## config.mk

```make
export PLATFORM = sky130hd
export DESIGN_NAME = pitch_out_filter
export DESIGN_NICKNAME = d
export VERILOG_FILES = /design/src/rtl/pitch_out_filter.sv
export SDC_FILE = /design/constraint.sdc
export NUM_CORES = 1
export LEC_CHECK = 0
export ABC_CLOCK_PERIOD_IN_PS = 24100
export BUFFER_PORTS_ARGS = -buffer_cell sky130_fd_sc_hd__buf_4
export CAP_MARGIN = 20
export CELL_PAD_IN_SITES_DETAIL_PLACEMENT = 0
export CELL_PAD_IN_SITES_GLOBAL_PLACEMENT = 1
export CORE_MARGIN = 3
export CORE_UTILIZATION = 55
export CTS_BUF_LIST = sky130_fd_sc_hd__clkbuf_8
export CTS_CLUSTER_SIZE = 40
export DETAILED_ROUTE_END_ITERATION = 8
export GPL_TIMING_DRIVEN = 0
export HOLD_SLACK_MARGIN = 0.02
export PLACE_DENSITY = 0.87
export SYNTH_ARGS = -nofsm -noshare
export SYNTH_HDL_FRONTEND = slang
export SYNTH_SLANG_ARGS = --single-unit
```

## constraint.sdc

```tcl
create_clock -name clk -period 24.1 [get_ports clk]
set_input_delay 1.205 -clock clk [delete_from_list [all_inputs] [get_ports clk]]
set_output_delay 1.205 -clock clk [all_outputs]
set_load 0.05 [all_outputs]
```

## src/rtl/pitch_out_filter.sv

```systemverilog
// Moving-average low-pass on pitch-shift output samples, with a valid/ack hold
// handshake toward the codec side and a sticky overrun flag.
module pitch_out_filter #(
  parameter int unsigned TAPS = 8
) (
  input  logic        clk,
  input  logic        rst,
  input  logic [31:0] in_data,
  input  logic        in_val,
  input  logic        bypass,
  output logic [31:0] out_data,
  output logic        out_val,
  input  logic        out_ack,
  output logic        overrun
);

  localparam int unsigned LOG2 = $clog2(TAPS);
  localparam int unsigned SW   = 32 + LOG2;

  logic [31:0]   hist_q [TAPS];
  logic [SW-1:0] sum_q, sum_d;
  logic [31:0]   raw_q;
  logic          byp_q;
  logic          s1_val_q;

  logic [31:0]   out_data_q, out_data_d;
  logic          out_val_q, out_val_d;
  logic          overrun_q, overrun_d;

  logic [SW-1:0] in_ext, old_ext;

  // Sum is wide enough for TAPS full-scale samples, so it never wraps.
  always_comb begin
    in_ext  = {{LOG2{in_data[31]}}, in_data};
    old_ext = {{LOG2{hist_q[TAPS-1][31]}}, hist_q[TAPS-1]};
    sum_d   = sum_q;
    if (in_val) begin
      sum_d = sum_q + in_ext - old_ext;
    end
  end

  // A fresh result always loads; losing an unacked one marks overrun.
  always_comb begin
    out_data_d = out_data_q;
    out_val_d  = out_val_q;
    overrun_d  = overrun_q;
    if (s1_val_q) begin
      out_data_d = byp_q ? raw_q : sum_q[LOG2 +: 32];
      out_val_d  = 1'b1;
      if (out_val_q && !out_ack) begin
        overrun_d = 1'b1;
      end
    end else if (out_val_q && out_ack) begin
      out_val_d = 1'b0;
    end
  end

  always_ff @(posedge clk) begin
    if (rst) begin
      for (int i = 0; i < int'(TAPS); i++) begin
        hist_q[i] <= '0;
      end
      sum_q      <= '0;
      raw_q      <= '0;
      byp_q      <= 1'b0;
      s1_val_q   <= 1'b0;
      out_data_q <= '0;
      out_val_q  <= 1'b0;
      overrun_q  <= 1'b0;
    end else begin
      if (in_val) begin
        hist_q[0] <= in_data;
        for (int i = 1; i < int'(TAPS); i++) begin
          hist_q[i] <= hist_q[i-1];
        end
        raw_q <= in_data;
        byp_q <= bypass;
      end
      sum_q      <= sum_d;
      s1_val_q   <= in_val;
      out_data_q <= out_data_d;
      out_val_q  <= out_val_d;
      overrun_q  <= overrun_d;
    end
  end

  assign out_data = out_data_q;
  assign out_val  = out_val_q;
  assign overrun  = overrun_q;

endmodule

```

; ---- Yosys cells after proc, flatten, opt, wreduce, memory -nomap -nowiden
; Memory sizes are Yosys's and may differ from the RTL's.
; Cells that the tools add are included.
[op_classes]
n_addsub = 2
muxes = 16
bitwise = 8
n_reduce_logical = 5
[ops]
columns = operator, count
row1 = $mux 32, 9
row2 = $add 35x35->35, 1
row3 = $sub 35x35->35, 1
row4 = $or 1x1->1, 8
row5 = $mux 1, 7
row6 = $logic_and 1x1->1, 2
row7 = $reduce_and 2->1, 1
row8 = $reduce_bool 2->1, 1
row9 = $logic_not 1->1, 1
[word_totals]
reg_bits = 103
ram_bits = 256
inputBits = 37
out_inout_bits = 34
word_cells = 39
memories = 1
[memory_table]
columns = memory, depth, width, read_ports, rd_clocked_by_memory_dff, wr, line_no
row1 = hist_q, 8, 32, 8, 0, 8, 20  ; logic [31:0] hist_q [TAPS];

; ---- Longest topological paths before layout
[logic_depth]
word_depth = 4
depth_mapped = 14
mapped_depth_nobuf = 14

; ---- Least setup slack after synthesis
; Ideal clock, no wire load.
[synth_timing]
path_kind = input port to flip-flop
from = input port rst
to = register sum_q[29]
setup_time_ps = 486
arrival_time_ps = 9413
t_required_ps = 23614
setup_slack_ps = 14201
path_stages = 5
path_buffers = 2
path_cell_list = clkbuf_1 > nor2_1 > inv_1 > clkbuf_1 > o32ai_1
[synth_rtl]
columns = item, line_no
row1 = start: declaration, 7  ; input logic rst,
row2 = end signal: assignment, 79  ; sum_q <= sum_d;
row3 = end: declaration, 21  ; logic [SW-1:0] sum_q, sum_d;

; ---- Final worst setup path
[layout_timing]
from = input port in_data[1]
to = register sum_q[34]
[layout_between]
elab_chain_len = 2
[layout_rtl]
columns = item, line_no
row1 = start: declaration, 8  ; input logic [31:0] in_data,
row2 = $add 35x35->35, 38  ; sum_d = sum_q + in_ext - old_ext;
row3 = $sub 35x35->35, 38
; No other way between the ends.
; A chain may end at the register's enable or synchronous reset.

==> metrics.txt <==
IO Port Bufs=between 60 and 70; WL final=33.9 mm; clk root buf=clkbuf_8; cell with the most instances after synthesis=edfxtp_1; number of distinct library cells after synthesis=62; CTS Hold Bufs=0; synthesized cell area=16000 um^2; WP data arrival=4.61 ns; Vias/cell=5.27; Max Used Layer=met4; met2 wire len=15.4 mm; pin count of the biggest net entering global routing=70; NumNets Final=1546; Max clock buf depth=3; Yosys warning count=0; first-pass GRT wire length=between 50 and 60 mm; Hold Vio Cnt, Final=0; vias=9853; router iterations before antenna repair=5; Num CTS Buffers=between 50 and 60; WL/cell=18.1 um; Synth Flop Type=edfxtp_1; htree depth=2; sequential area share after synthesis=0.611; Initial Util=0.567; Post-synth ARST share=0; Die Footprint=31100 um^2; Overflow after GRT=0; TNS Setup=0 ns; Post-DRT Antenna Nets=0; Chip Width=176 um; maxcap violations=0; Leak=0.00783 uW; later-pin clock latency in the skew report=roughly 0.60 ns; Power per Cell Area=103 nW/um^2; Avg Inst Size Synth=12.2 um^2; Final min period=4.13 ns; Sink Count=359; cell count after synthesis=1307; setup violators final=0; WHS=0.451 ns; Slew Limit Fails=0; # DRC=0; Worst Max-Slew Pin Slew=1.07 ns; status=finished clean; fraction of layout cells with a size suffix above 1=0.116; synth cell count leaders=256 x edfxtp_1, 162 x and2_1, 143 x inv_1; required time worst endpoint=24.58 ns; register bit total from synthesis=approximately 360; routability cong.=0.864; DR WL met3=1.89 mm; DP Wirelength=23.1 mm; FMAX=0.242 GHz; CTS tree=built; final core utilization=0.644; total power=1860 uW; WS Path Type=in -> reg; P&R area growth vs syn=13.7%; Period Utilization, post-route=0.171; hold crit path type=reg -> reg; setup bufs post-CTS=0; RSZ-0062 raised after global routing=false; setup ws final=19.97 ns; M1 WL=around 16 mm; initial DRC count=585; Worst VDD drop=between 50 and 60 uV; skew final=0.0222 ns; post_cts resized=0; CP max FO=5; CP endpoint kind=flip-flop; slew margin rel.=0.289; Syn Nets=1414; vias in the first global route=between 9000 and 10000; pre-CTS setup slack=slightly below 20 ns; largest cells by area after synthesis=edfxtp_1 48%, dfxtp_1 13%, and2_1 6.4%; Die Ht=176 um; Post-synth EDFFs=~260; CORE AREA=28200 um^2; num rows=61; Clk pin slew, worst setup/hold paths=0.06 ns; Yosys top cell by area=edfxtp_1; initial antenna violation count=1; total global-route track usage=0.223; Synth top area share=0.482; Top-Level Pins=71; Critical Path Start Type=input port
metrics by stage:
step / cells / instance area, um^2
floorplan: 1307 / 16000
global placement: 1754 / 16900
detailed placement: 1758 / 17100
CTS: 1866 / 18100
global route: 1866 / 18100
finish: 1868 / 18100
registers in the layout, indices dropped and copies added (netlist names):
| register | cells |
|---|---|
| out_data | 32 |
| sum_q | 35 |
| raw_q | 32 |
| s1_val_q | 1 |
| out_val | 1 |
| hist_q | 256 |
| byp_q | 1 |
| overrun | 1 |
kinds of logic (layout without fill, tap and decap cells):
group / count (synthesis) / after routing / synth area share
buf+inv: 206 / 387 / 0.0485
mux: 53 / 53 / 0.0340
fa+ha+maj: 70 / 70 / 0.0709
simple gates: 414 / 414 / 0.141
flops: 359 / 359 / 0.611
other cells: 0 / 2 / 0
compound gates: 180 / 180 / 0.0809
xor+xnor: 25 / 25 / 0.0137
metal layers:
| metal | global-route usage | up-vias |
|---|---|---|
| li1 | - | 4727 |
| met1 | 0.326 | 4841 |
| met2 | 0.342 | 223 |
| met3 | 0.0428 | 62 |
| met4 | 0.0707 | 0 |
| met5 | 0 | - |
final timing paths:
path	end	start	cells after the start	slack (ns)
setup / recovery	sum_q[34]$_SDFFE_PP0P_	in_data[1]	14	19.97
hold / removal	raw_q[8]$_SDFFE_PP0P_	raw_q[8]$_SDFFE_PP0P_	1	0.45
setup reg to reg	sum_q[34]$_SDFFE_PP0P_	hist_q[1][97]$_SDFFCE_PP0P_	12	20.39
hold reg to reg	raw_q[8]$_SDFFE_PP0P_	raw_q[8]$_SDFFE_PP0P_	1	0.45
critical path, cell delays in order:
cell	delay (ns)
buf_4	0.08
inv_1	0.08
fa_1	0.55
inv_1	0.07
fa_1	0.47
a21oi_1	0.18
nor2b_2	0.07
a31oi_1	0.40
o31ai_2	0.20
a21oi_2	0.32
o21ai_1	0.15
o21ai_1	0.21
mux2_4	0.33
mux2_4	0.29
placed cells by master (no fill, tap or decap), drive strengths merged, types with 35 or more instances in the layout:
cell / Yosys / layout
edfxtp: 256 / 256
inv: 143 / 165
and2: 163 / 163
clkbuf: 58 / 123
nor2: 109 / 109
dfxtp: 103 / 103
buf: 5 / 78
nor2b: 72 / 72
mux2i: 50 / 50
a21o: 45 / 45
a21oi: 39 / 39
ha: 36 / 36
a211oi: 35 / 35
where the power goes:
group / internal (uW) / total (uW) / switching [uW]
sequential: 727 / 762 / 35.5
combinational: 250 / 615 / 366
clock: 246 / 484 / 237
layout make-up:
cell class | instances | area [um^2]
diodes | 2 | 5.00
multi-input cells | 742 | 5430
well taps | 378 | 473
plain buffers | 63 | 241
flip-flops and latches | 359 | 9750
clock buffers | 65 | 895
repair buffers | 73 | 621
clock inverters | 43 | 183
inverters | 143 | 537
fillers | 2297 | 10000
Note: power is estimated with default switching activity, not from simulation.
